[src/rtl/imm_rot_encoder.sv]
// imm_rot_encoder: iterative search for {rotate_imm, imm_8} with ROR(imm_8, 2*rotate_imm) == in_value, one rotate per cycle.
// Optional NEG_SEARCH_EN macro adds a second pass on ~in_value (MVN form) once the positive pass fails.
module imm_rot_encoder #(
    parameter int ROT_STEPS = 16
) (
    input  logic        clk,
    input  logic        rst,
    input  logic        in_valid,
    output logic        in_ready,
    input  logic [31:0] in_value,
    output logic        out_valid,
    input  logic        out_ready,
    output logic        found,
    output logic [11:0] shift_operand,
    output logic        inverted
);

`ifdef NEG_SEARCH_EN
    localparam int CNT_W = 5;
    localparam int LAST  = 2 * ROT_STEPS - 1;
`else
    localparam int CNT_W = 4;
    localparam int LAST  = ROT_STEPS - 1;
`endif

    typedef enum logic [1:0] {IDLE, SEARCH, DONE} state_t;

    state_t             state_q, state_d;
    logic [CNT_W-1:0]   cnt_q, cnt_d;
    logic [31:0]        value_q, value_d;
    logic               found_q, found_d;
    logic [11:0]        shop_q, shop_d;
    logic [3:0]         rot;
    logic [4:0]         lsh;
    logic [5:0]         rsh;
    logic [31:0]        src;
    logic [31:0]        cand;
    logic               match;

    // Rotating left by 2*rot undoes the immediate's ROR; a fit leaves only the low byte set.
    assign rot   = cnt_q[3:0];
    assign lsh   = {rot, 1'b0};
    assign rsh   = 6'd32 - {1'b0, lsh};
    assign cand  = (src << lsh) | (src >> rsh);
    assign match = (cand[31:8] == 24'd0);

`ifdef NEG_SEARCH_EN
    logic inv_q, inv_d;
    assign src      = cnt_q[4] ? ~value_q : value_q;
    assign inverted = inv_q;
`else
    assign src      = value_q;
    assign inverted = 1'b0;
`endif

    assign in_ready      = (state_q == IDLE) & ~rst;
    assign out_valid     = (state_q == DONE);
    assign found         = found_q;
    assign shift_operand = shop_q;

    always_comb begin
        state_d = state_q;
        cnt_d   = cnt_q;
        value_d = value_q;
        found_d = found_q;
        shop_d  = shop_q;
`ifdef NEG_SEARCH_EN
        inv_d   = inv_q;
`endif
        case (state_q)
            IDLE: begin
                if (in_valid && in_ready) begin
                    value_d = in_value;
                    cnt_d   = '0;
                    found_d = 1'b0;
                    shop_d  = '0;
`ifdef NEG_SEARCH_EN
                    inv_d   = 1'b0;
`endif
                    state_d = SEARCH;
                end
            end
            SEARCH: begin
                if (match) begin
                    found_d = 1'b1;
                    shop_d  = {rot, cand[7:0]};
`ifdef NEG_SEARCH_EN
                    inv_d   = cnt_q[4];
`endif
                    state_d = DONE;
                end else if (cnt_q == CNT_W'(LAST)) begin
                    found_d = 1'b0;
                    shop_d  = '0;
`ifdef NEG_SEARCH_EN
                    inv_d   = 1'b0;
`endif
                    state_d = DONE;
                end else begin
                    cnt_d = cnt_q + CNT_W'(1);
                end
            end
            DONE: begin
                if (out_ready) begin
                    state_d = IDLE;
                end
            end
            default: state_d = IDLE;
        endcase
    end

    always_ff @(posedge clk) begin
        if (rst) begin
            state_q <= IDLE;
            cnt_q   <= '0;
            value_q <= '0;
            found_q <= 1'b0;
            shop_q  <= '0;
`ifdef NEG_SEARCH_EN
            inv_q   <= 1'b0;
`endif
        end else begin
            state_q <= state_d;
            cnt_q   <= cnt_d;
            value_q <= value_d;
            found_q <= found_d;
            shop_q  <= shop_d;
`ifdef NEG_SEARCH_EN
            inv_q   <= inv_d;
`endif
        end
    end

endmodule

[config.mk]
export PLATFORM = sky130hd
export DESIGN_NAME = imm_rot_encoder
export DESIGN_NICKNAME = d
export VERILOG_FILES = /design/src/rtl/imm_rot_encoder.sv
export SDC_FILE = /design/constraint.sdc
export NUM_CORES = 1
export LEC_CHECK = 0
export ABC_AREA = 0
export BUFFER_PORTS_ARGS = -buffer_cell sky130_fd_sc_hd__buf_2
export CAP_MARGIN = 20
export CORE_AREA = 2 2 87 89
export CTS_BUF_LIST = sky130_fd_sc_hd__clkbuf_16
export DETAILED_ROUTE_END_ITERATION = 16
export DIE_AREA = 0 0 89 91
export PLACE_DENSITY = 0.84
export SKIP_LAST_GASP = 1
export SLEW_MARGIN = 20
export SYNTH_ARGS = -nofsm -noshare
export SYNTH_HDL_FRONTEND = slang
export SYNTH_SLANG_ARGS = --single-unit
[constraint.sdc]
create_clock -name clk -period 4 [get_ports clk]
set_input_delay 0.6 -clock clk [delete_from_list [all_inputs] [get_ports clk]]
set_output_delay 0.6 -clock clk [all_outputs]
set_load 0.01 [all_outputs]
; ---- After elaboration in Yosys (flattened, before gate mapping)
; Cells that the tools add are included.
[totals]
ff_bits = 51
latchBits = 0
ramBits = 0
rom_bits = 0
output_inout_bits = 16
mem_count = 0
[op_classes]
addsub = 2
n_mul = 0
div = 0
n_lt_le_gt_ge = 0
eq_ne = 8
n_shift = 2
n_mux = 17
bitwise_logic = 3
n_reduce_logical = 8
[op_table]
columns = operator, count
row1 = 12-bit 2-to-1 mux, 3
row2 = 32-bit bitwise OR, 1
row3 = 32-bit by 5-bit << shifter with 32-bit output, 1
row4 = 32-bit by 6-bit >> shifter with 32-bit output, 1
row5 = 24-bit logical NOT, 1
row6 = 12-bit case mux with 2 select lines, 1
row7 = 4-bit 2-to-1 mux, 3
row8 = 2-bit 2-to-1 mux, 4
row9 = 4-bit case mux with 2 select lines, 1
row10 = 2-bit case mux with 3 select lines, 1
row11 = 3-bit AND reduction, 2
row12 = 6-bit by 5-bit subtractor with 6-bit output (first input constant), 1
row13 = 4-bit by 1-bit adder with 4-bit output (second input constant), 1
row14 = 4-bit equality test (second input constant), 1
row15 = 2-bit by 1-bit inequality test with 1-bit output (second input constant), 2
row16 = 2-bit inequality test (second input constant), 2
row17 = 4-bit AND reduction, 1
row18 = 1-bit 2-to-1 mux, 3
row19 = 3-bit inequality test (second input constant), 1
row20 = 2-bit by 1-bit equality test with 1-bit output (second input constant), 1
row21 = 2-bit equality test (second input constant), 1
row22 = 2-bit logical NOT, 1
row23 = 1-bit case mux with 2 select lines, 1
row24 = 2-bit AND reduction, 1
row25 = 4 further kinds, 4

; ---- Depth between registers and ports, before layout
; Gate-level depths: netlist of the first run.
[logic_depth]
word_depth = 6
mapped_depth = 18
ltp_nobuf = 10

; ---- Worst setup path after synthesis of the first run
; Ideal clock, no wire load.
[synth_path]
kind = reg-to-reg
start = register cnt_q[0]
end = register cnt_q[2]
arrival_ps = 3333
required_ps = 3880
slack_ps = 547
path_stages_with_launch = 17
path_buffers = 6
period_less_slack_ps = 3453
path_cell_list = dfxtp_1 > buf_6 > inv_2 > buf_4 > buf_2 > buf_1 > ha_1 > buf_2 > buf_6 > mux2i_1 > o211ai_1 > a211oi_1 > a211oi_1 > a211oi_2 > nand3_4 > and4b_1 > a211o_1
[synth_via]
elab_chain_cells = 6
[synth_lines]
columns = element, line
row1 = start: declaration, 29  ; logic [CNT_W-1:0] cnt_q, cnt_d;
row2 = start signal: assignment, 123  ; cnt_q <= cnt_d;
row3 = 6-bit by 5-bit subtractor with 6-bit output, 43  ; assign rsh = 6'd32 - {1'b0, lsh};
row4 = 32-bit by 6-bit >> shifter with 32-bit output, 44  ; assign cand = (src << lsh) | (src >> rsh);
row5 = 32-bit bitwise OR, 44
row6 = 24-bit logical NOT, 45  ; assign match = (cand[31:8] == 24'd0);
row7 = 2-bit inequality test (no line), -
row8 = 4-bit AND reduction (no line), -
; Several ways; a longest one is shown, not always the timed one. The select of a mux whose other input is x is not followed.
; A chain may end at the register's enable or synchronous reset.

; ---- Final worst setup path of the first run
[layout_path]
start = register cnt_q[1]
end = register shop_q[4], in the netlist shift_operand[4]
[layout_via]
elab_chain_cells = 6
[layout_lines]
columns = element, line
row1 = 6-bit by 5-bit subtractor with 6-bit output, 43
row2 = 32-bit by 6-bit >> shifter with 32-bit output, 44
row3 = 32-bit bitwise OR, 44
row4 = 24-bit logical NOT, 45
row5 = 3-bit inequality test (no line) / 12-bit 2-to-1 mux (equally long branches), -
row6 = 3-bit AND reduction (no line) / 12-bit case mux with 2 select lines (equally long branches), -
row7 = end signal: assignment, 126  ; shop_q <= shop_d;
row8 = end: declaration, 32  ; logic [11:0] shop_q, shop_d;
; Several ways; a longest one is shown, not always the timed one.

==> flow_results.org, run 1 <==
** Timing
- F_max :: 271 MHz
- Fin. Hold Viols :: 0
- The clock arrives with 0.00596 ns of skew.
- Final max-slew violation count :: 0
- Final worst-path cycle share :: 0.921
- Headroom to the max-slew limit came out at 0.502.
- RSZ-0062 raised after global routing :: false
- Setup TNS Final :: 0 ns
- Final Critical Period :: 3.68 ns
- Number of setup violations in the final report :: 0
- At the pin with the least slew margin, the transition time is 0.747 ns.

** Final layout
- Layout filler cell count :: 683
- Of the cells placed in the final design, the portion with a size suffix greater than 1 is 0.192.
- At the end of the flow, the number of nets in the layout was 583.
- Area grow syn2layout :: 7.37%
- Once layout is complete, the utilization of the core stands at 0.618.
- Ant. Diodes :: 0

** Floorplanning
- The floorplan step defined a core boundary enclosing 7140 um2.
- Full die area :: 8100 um2
- 52 I/O pins were placed.
- DIE WIDTH :: 89 um
- Effective utilization at floorplan :: 0.576
- Placement row count :: 31
- Measured along the y axis, the die boundary spans 91 um.

** Worst setup path
- Critical path class :: flop to flop
- R2R cell count :: 11
- Setup crit end kind :: flop
- At the worst endpoint, the arrival time is 3.85 ns.
- The startpoint identified for the worst register-to-register timing path is cnt_q[1].
- Largest fanout of any net on the critical path :: 37
- Data on the critical path is required at its endpoint by 4.16 ns.
- The worst setup path is launched from a flop.
- The endpoint identified for the worst register-to-register timing path is shift_operand[4].
- Worst setup slack for register-to-register paths :: 0.32 ns

** Clock tree
- The clock passes through at most 2 buffers.
- CTS Buf Count :: 5
- Clock transition at the register clock pins on the worst setup and hold paths after CTS :: 0.08 ns
- The tree is rooted in a clkbuf_16.
- Clk Latency, worst-skew pair :: 0.29 ns
- Hold Buf Count CTS :: 0
- Gates resized, CTS repair :: 0
- In this run the post-CTS setup repair buffer count came out at 0.
- H-tree depth reported by CTS :: 2
- Total number of clock tree sinks :: 51
- CTS tree :: built

** Power
- Leakage power :: 1.67 nW
- The analysis attributes to net switching a power of 0.00135 W.
- Peak supply drop :: 0.426 mV
- Cell Int Power :: 0.00155 W
- Clock power frac :: 0.154
- Power share of the sequential group :: 0.224
- Of the total power, the share spent switching nets is 0.466.
- The share of total power dissipated in combinational logic is 0.622.
- PD cells :: 659 nW/um2

** Synth
- Register area share after synthesis :: 0.248
- By instance count, the leading cell after synthesis is nand2_1.
- For this run, the number of Yosys warnings is 0.
- In this run, synthesis inferred 0 flip-flops with an integrated enable.
- After synthesis the netlist holds a flip-flop and latch count of 51.
- Synth area leaders :: dfxtp_1 (25%), nand2_1 (10%), mux2i_1 (8.5%), mux4_2 (7.7%), o21ai_0 (5.7%)
- The synthesized netlist contains 71 unique library cells.
- By count the netlist is led by nand2_1 (112), dfxtp_1 (51), o21ai_0 (47), mux2i_1 (35), nor2_1 (33).
- Leading area contributor after synthesis :: dfxtp_1
- When the netlist entered floorplanning its net count stood at 573.
- After synthesis, the share of flip-flops with an asynchronous set or reset is 0.
- Area of the mapped netlist :: 4110 um2
- Counting every instance in the synthesized netlist gives 535.
- Main flop type after synthesis :: dfxtp_1
- Averaged over all synthesized cells, the footprint is 7.68 um2.
- Area fraction of the dominant cell type after synthesis :: 0.248

** Drt
- The first detailed-routing pass ran for 6 iterations.
- Post-route antenna net violation count :: 0
- The first routing iteration left 501 violations.
- After detailed routing, the average wire length per cell comes to 17.6 um.
- Residual DRC count :: 0
- The routed design has 11400 um of wire.
- In the routed layout, each cell is associated on average with a via count of 6.37.
- Summing over every cut layer, the via total after detailed routing is 4107.

** Placed design
- Global placement routability congestion :: 0.945
- Dpl hpwl :: 7970 um
- During placement, the flow inserted port buffers numbering 50.

** Run
- Max-cap violations in this run came to 0.

** Global route
- Vias in the first global route :: 3741
- Largest net degree at the start of global routing :: 67
- Overall global routing resource usage :: 0.291
- Sum of overflow across all layers after global routing :: 0
- The first global-routing pass estimated 18800 um of wire.
- Number of antenna violations at the first check in global routing :: 0

** Hold path
- Capture endpoint of the worst hold path :: found
- The min-delay analysis places its worst path in the category flop to flop.
- Hold Crit Depth :: 2
- The startpoint identified for the worst hold timing path is found.

** Outcome
- The flow ran to the end, and the final reports show no timing, DRC or antenna violations.
==> layout by cell type, fill, tap and decap left out, drive strengths merged, types with 2 or more instances in the layout <==
| cell | netlist | routed |
|---|---|---|
| o31ai | 4 | 4 |
| nor4 | 3 | 3 |
| or2 | 4 | 4 |
| a32oi | 3 | 3 |
| clkbuf | 29 | 5 |
| a21oi | 23 | 23 |
| or3 | 4 | 4 |
| mux4 | 14 | 14 |
| a211o | 4 | 4 |
| nor3 | 24 | 24 |
| buf | 27 | 59 |
| a211oi | 8 | 8 |
| dfxtp | 51 | 51 |
| o22ai | 10 | 10 |
| o211ai | 6 | 6 |
| mux2 | 2 | 2 |
| or4 | 3 | 3 |
| a21o | 4 | 4 |
| and2 | 2 | 2 |
| o32a | 2 | 2 |
| nor2 | 33 | 33 |
| o21ai | 54 | 54 |
| o21bai | 2 | 2 |
| nand2b | 6 | 6 |
| o41ai | 2 | 2 |
| ha | 2 | 2 |
| nand3 | 7 | 7 |
| nand2 | 112 | 112 |
| nor2b | 6 | 6 |
| o32ai | 2 | 2 |
| inv | 5 | 6 |
| mux2i | 35 | 35 |
| a31oi | 10 | 10 |
| and4 | 2 | 2 |
| nand4 | 4 | 4 |
| nor3b | 6 | 6 |
==> worst max-delay path by stage <==
stage / startpoint / cells past startpoint / end
finish: cnt_q[1] / 11 / shift_operand[4]
global route: cnt_q[1] / 11 / shift_operand[4]
CTS: cnt_q[1] / 11 / shift_operand[4]
detailed placement: cnt_q[1] / 11 / shift_operand[4]
global placement: cnt_q[1] / 11 / shift_operand[7]
floorplan: cnt_q[0] / 16 / cnt_q[2]
==> metal layers <==
metal / global-route usage / up-vias / part of all wire
li1: - / 1954 / -
met1: 0.424 / 1895 / 0.43
met3: 0.0382 / 38 / 0.076
met2: 0.439 / 220 / 0.45
met5: 0 / - / 0
met4: 0.104 / 0 / 0.035
==> cell families (layout without fill, tap and decap cells) <==
logic type / Yosys count / after routing / share of synthesized area
AND/OR/NAND/NOR: 220 / 220 / 0.249
other: 1 / 1 / 0.000912
multiplexers: 51 / 51 / 0.167
adder cells (fa/ha/maj): 2 / 2 / 0.00609
buffers and inverters: 61 / 72 / 0.0767
AO/OA/AOI/OAI: 147 / 147 / 0.242
XOR/XNOR: 2 / 2 / 0.00883
flip-flops: 51 / 51 / 0.248
==> stage by stage <==
| stage | total power [W] | worst slack, ns | hold slack [ns] | instance area [um2] | std cells |
|---|---|---|---|---|---|
| 2_1_floorplan | 0.00215 | 0.547 | 0.473 | 4110 | 535 |
| 3_3_place_gp | 0.00240 | 0.522 | 0.438 | 4260 | 637 |
| 3_5_place_dp | 0.00242 | 0.417 | 0.456 | 4260 | 637 |
| 4_1_cts | 0.00287 | 0.393 | 0.470 | 4410 | 645 |
| 5_1_grt | 0.00309 | 0.0585 | 0.476 | 4410 | 645 |
| 6_report | 0.00291 | 0.317 | 0.468 | 4410 | 645 |
==> area by class of cell <==
type	count	area, um2	area share
multi-input cells	423	2780	0.629
flip-flops and latches	51	1020	0.232
repair buffers	59	318	0.0720
clock buffers	5	125	0.0284
well taps	99	124	0.0281
clock inverters	3	27.5	0.00624
inverters	5	18.8	0.00425
==> sequential cells by signal, summed over array words and instances, names as in the netlist <==
register / cells
src: 32
shift_operand: 12
cnt_q: 4
state_q: 2
found: 1
==> power by group through the flow <==
stage               clock network [W]  registers, W  logic (W)
floorplan                           0      0.000604    0.00155
global placement                    0      0.000657    0.00174
detailed placement                  0      0.000659    0.00176
CTS                          0.000451      0.000647    0.00177
global route                 0.000473      0.000658    0.00196
finish                       0.000448      0.000652    0.00181
==> worst max-delay path, cell delays in order, from the launching register on <==
cell      delay [ns]
dfxtp_1         0.34
inv_2           0.08
ha_2            0.83
buf_4           0.45
nor2b_1         0.23
a31oi_1         0.06
nor3_1          0.19
a211oi_1        0.11
a211oi_2        0.39
nand3_4         0.18
a21oi_2         0.49
o22ai_1         0.17
Note: power is estimated with default switching activity, not from simulation.
==> inputs of run 2 (changes only) <==
- ABC_AREA: 0 -> 1
- CORE_AREA: 2 2 87 89 -> 2 2 86 88
- DIE_AREA: 0 0 89 91 -> 0 0 88 90
- PLACE_DENSITY: 0.84 -> 0.85
==> run 2 against run 1 <==
Non-clock buffer count is the same. Sequential cell count unchanged. Die area shrank 2.2%. Area after synthesis is 1.4% lower. Via count grew 19%. Utilization is 0.76 points higher. Sequential power fell by 0.6%. Fmax is 14% higher. Sequential share of layout area rose by 0.070 points. Register-to-register slack better by 0.45 ns. Final area decreased by 0.43%. Critical path type unchanged. Critical endpoint is now cnt_q[0]. Largest power group unchanged.
==> flow_results.org, run 2 <==
** Final layout
- The final instance count without filler cells came to 838 (was 645).
- Most common cell after layout, fill and taps aside :: nand2_1 (unchanged)
- Flip-flop count of the largest register, all copies and words added :: 32 (unchanged)
- Layout filler cell count :: 704 (was 683)
- Storage element area :: 1020 um2 (about the same)
- The antenna diode count was 0 (unchanged).
- Top library cells by usage in the layout, fill and taps aside :: nand2_1 (301), nand3_1 (158), dfxtp_1 (51) (was nand2_1 (112), dfxtp_1 (50), buf_2 (50))
- The multi-input combinational cell area was 2670 um2 (was 2780 um2).
- Post-route cell area :: 4390 um2 (was 4410 um2)
- The final net count came to 776 (was 583).
- The share of post-route cells with drive strength above 1 came to 0.130 (was 0.192).
- Area grow syn2layout :: 8.43% (was 7.37%)

** Clock tree
- The insertion delay to the later sink of the worst-skew pair came to 0.29 ns (about the same).
- The clock-pin slew on the worst setup and hold paths was 0.07 ns (was 0.08 ns).
- H-tree depth reported by CTS :: 2 (unchanged)
- The number of gates given a new drive strength after cts came to 0 (unchanged).
- The hold buffer count at cts was 0 (unchanged).
- The CTS tree is built (unchanged).
- The clock sink count was 51 (unchanged).
- The root cell of the clock tree was clkbuf_16 (unchanged).
- Postcts setup bufs :: 0 (unchanged)
- The worst-case clock buffer depth is 2 (unchanged).
- The number of clock buffers inserted by TritonCTS came to 5 (unchanged).

** Worst setup path
- The number of cells on the critical path was 16 (was 11).
- Critical path class :: flop to flop (unchanged)
- The setup slack of the most critical reg-to-reg path was 0.77 ns (was 0.32 ns).
- Largest fanout of any net on the critical path :: 21 (was 37)
- Gate family responsible for the most delay along the worst path :: simple AND/OR/NAND/NOR gates (was compound AO/OA/AOI/OAI gates)
- Slowest stage cell, crit path :: dfxtp_1 (was ha_2)
- The sort of element at the end of the critical path is a flop (unchanged).
- End of the worst register-to-register path :: cnt_q[0] (was shift_operand[4])
- Cells along the critical path: inv_1, nand3_1, nand2_1, inv_1, nor2_4, nand2_1, nand2_1, inv_1, nand2_1, nor2_1, nand2_2, nand2_2, nand2_2, nand2_1, nand2_1, nor2_1 (was inv_2, ha_2, buf_4, nor2b_1, a31oi_1, nor3_1, a211oi_1, a211oi_2, nand3_4, a21oi_2, o22ai_1).
- Number of buffers and inverters on the critical path :: 3 (was 2)
- Delay contributed by the slowest stage of the critical path :: 0.76 ns (was 0.83 ns)
- R2R cell count :: 16 (was 11)
- The startpoint of the worst register-to-register path is cnt_q[2] (was cnt_q[1]).
- Worst path required time :: 4.21 ns (was 4.16 ns)
- Cell type with the highest occurrence count on the critical path :: nand2_1
- The data arrival time of the critical path came to 3.44 ns (was 3.85 ns).
- The critical path startpoint category was a flop (unchanged).

** Floorplanning
- DIE HEIGHT :: 90 um (was 91 um)
- Placeable core region :: 7020 um2 (was 7140 um2)
- Total I/O pin count :: 52 (unchanged)
- DIE WIDTH :: 88 um (was 89 um)
- The floorplan die area came to 7920 um2 (was 8100 um2).
- Placement row count :: 31 (unchanged)
- Effective utilization at floorplan :: 0.577 (was 0.576)

** Timing
- Worst hold slack across all endpoints :: 0.458 ns (was 0.468 ns)
- The sum of negative setup slack is 0 ns (unchanged).
- The shortest clock period the worst path allows after layout was 3.23 ns (was 3.68 ns).
- The fmax is 310 MHz (was 271 MHz).
- Normalized max-slew margin :: 0.373 (was 0.502)
- The total count of max-transition violations in the final report is 0 (unchanged).
- RSZ-0062 raised after global routing: false (unchanged).
- The final-report hold violation count is 0 (unchanged).
- Clock skew after layout :: 0.00396 ns (was 0.00596 ns)
- The transition time at the pin with the least slew margin was 0.935 ns (was 0.747 ns).
- Smallest setup slack after layout :: 0.770 ns (was 0.317 ns)
- The count of final setup violators is 0 (unchanged).
- The final clock period utilization by the worst path was 0.807 (was 0.921).

** Drt
- Residual DRC count :: 0 (unchanged)
- The number of DRC markers after the initial detailed-route iteration came to 519 (was 501).
- The mean routed wirelength per cell came to 15.7 um (was 17.6 um).
- The final routed wirelength across all metal layers is 13100 um (was 11400 um).
- The count of TritonRoute iterations in the first routing pass was 5 (was 6).
- Total via count in the routed design :: 4879 (was 4107)
- Post-route antenna net violation count :: 0 (unchanged)
- Number of vias per cell :: 5.82 (was 6.37)

** Synth
- The cell taking the most area after synthesis was nand2_1 (was dfxtp_1).
- The primary flip-flop cell chosen by synthesis mapping is dfxtp_1 (unchanged).
- #FFs+latches synth :: 51 (unchanged)
- The number of nets in the synthesized netlist came to 754 (was 573).
- The cell count after synthesis is 716 (was 535).
- Area fraction of the dominant cell type after synthesis :: 0.279 (was 0.248)
- Yosys warns :: 0 (unchanged)
- Share of synthesized registers carrying an async set or reset :: 0 (unchanged)
- Number of enable-type register cells in the synthesized netlist :: 0 (unchanged)
- Commonest cells in the synthesized netlist :: nand2_1 (301), nand3_1 (158), dfxtp_1 (51), inv_1 (27), nor2_1 (26) (was nand2_1 (112), dfxtp_1 (51), o21ai_0 (47), mux2i_1 (35), nor2_1 (33))
- The area of the mapped netlist came to 4050 um2 (was 4110 um2).
- Synth area leaders: nand2_1 (28%), dfxtp_1 (25%), nand3_1 (20%), a21oi_1 (2.8%), nand2_2 (2.8%) (was dfxtp_1 (25%), nand2_1 (10%), mux2i_1 (8.5%), mux4_2 (7.7%), o21ai_0 (5.7%)).
- The average cell area after synthesis was 5.66 um2 (was 7.68 um2).
- The register area share after synthesis came to 0.252 (was 0.248).
- The most repeated cell in the gate-level netlist after synthesis is nand2_1 (unchanged).
- Distinct cell type count after synthesis :: 30 (was 71)

** Run
- Maximum Capacitance Violations :: 0 (unchanged)

** Outcome
- Run status :: finished, final reports clean (unchanged)

** Power
- Leakage power :: 2.26 nW (was 1.67 nW)
- Peak supply drop :: 0.338 mV (was 0.426 mV)
- The power density over cell area was 791 nW/um2 (was 659 nW/um2).

** Hold path
- The worst hold path cell count came to 2 (unchanged).
- Worst hold start :: found (unchanged)
- Capture endpoint of the worst hold path :: found (unchanged)
- The class of the tightest hold or removal check is flop to flop (unchanged).

** Global route
- Global-route wire length before repair :: 22000 um (was 18800 um)
- The largest net degree at the start of global routing came to 41 (was 67).
- The global-route usage over all layers was 0.344 (was 0.291).
- The number of antenna violations at the first check in global routing came to 0 (unchanged).
- The number of global-route vias before repair was 4541 (was 3741).
- The overflow left after global routing came to 0 (unchanged).

** Placed design
- Buffers on Ports :: 50 (unchanged)
- The cell count after placement was 830 (was 637).
- The total half-perimeter wirelength after legalization and detailed placement was 9980 um (was 7970 um).
- Post-placement worst setup slack :: 0.868 ns (was 0.417 ns)
- Global placement routability congestion :: 0.986 (was 0.945)
- The post-placement cell area came to 4250 um2 (was 4260 um2).
run 2: cell count changes after synthesis, moves of 14 or more:
| cell | before | now |
|---|---|---|
| o21ai_0 | 47 | 13 |
| nand2_1 | 112 | 301 |
| nand3_1 | 6 | 158 |
| nor3_1 | 24 | 3 |
| inv_1 | 3 | 27 |
| mux2i_1 | 35 | 0 |
| nand2_2 | 0 | 18 |
| mux4_2 | 14 | 0 |
run 2: how the worst max path moves through the flow:
stage	startpoint	endpoint	slack, ns
after floorplan	cnt_q[0]	shift_operand[11]	1.36
after global placement	cnt_q[2]	cnt_q[1]	0.93
after detailed placement	cnt_q[2]	cnt_q[0]	0.87
after CTS	cnt_q[2]	cnt_q[0]	0.88
after global routing	cnt_q[2]	shift_operand[1]	0.54
final	cnt_q[2]	cnt_q[0]	0.77
run 2: per-layer routing:
| metal | GRT usage | routed length [um] | up-vias |
|---|---|---|---|
| li1 | - | - | 2395 |
| met1 | 0.497 | 6000 | 2188 |
| met2 | 0.540 | 5800 | 271 |
| met3 | 0.0432 | 1120 | 25 |
| met4 | 0.0821 | 217 | 0 |
| met5 | 0 | 0 | - |
run 2: kinds of logic after synthesis:
logic type,share of synthesized area
xor+xnor,0.00216
compound gates,0.103
fa+ha+maj,0.00617
simple gates,0.546
buf+inv,0.0898
other cells,0.000925
flops,0.252
run 2: layout make-up:
class | instances | share of cell area
multi-input cells | 589 | 0.607
flip-flops and latches | 51 | 0.232
clock buffers | 5 | 0.0285
well taps | 99 | 0.0282
clock inverters | 3 | 0.00427
repair buffers | 59 | 0.0723
inverters | 32 | 0.0273
run 2: report_power, final:
| part | switching (W) | internal (W) |
|---|---|---|
| logic | 0.00166 | 0.000741 |
| registers | 0.0000791 | 0.000569 |
| clock network | 0.000199 | 0.000232 |
| total | 0.00193 | 0.00154 |
run 2: worst register-to-register path, stage by stage (launching register included):
cell and delay, ns:
dfxtp_1 0.76, inv_1 0.54, nand3_1 0.31, nand2_1 0.19, inv_1 0.21, nor2_4 0.10
nand2_1 0.10, nand2_1 0.05, inv_1 0.07, nand2_1 0.07, nor2_1 0.11, nand2_2 0.09
nand2_2 0.11, nand2_2 0.12, nand2_1 0.10, nand2_1 0.05, nor2_1 0.17
run 2: stage by stage:
| step | total power (W) | util |
|---|---|---|
| after floorplan | 0.00246 | - |
| after global placement | 0.00296 | 0.605 |
| after detailed placement | 0.00297 | 0.605 |
| after CTS | 0.00340 | 0.626 |
| after global routing | 0.00378 | 0.626 |
| final | 0.00348 | 0.626 |
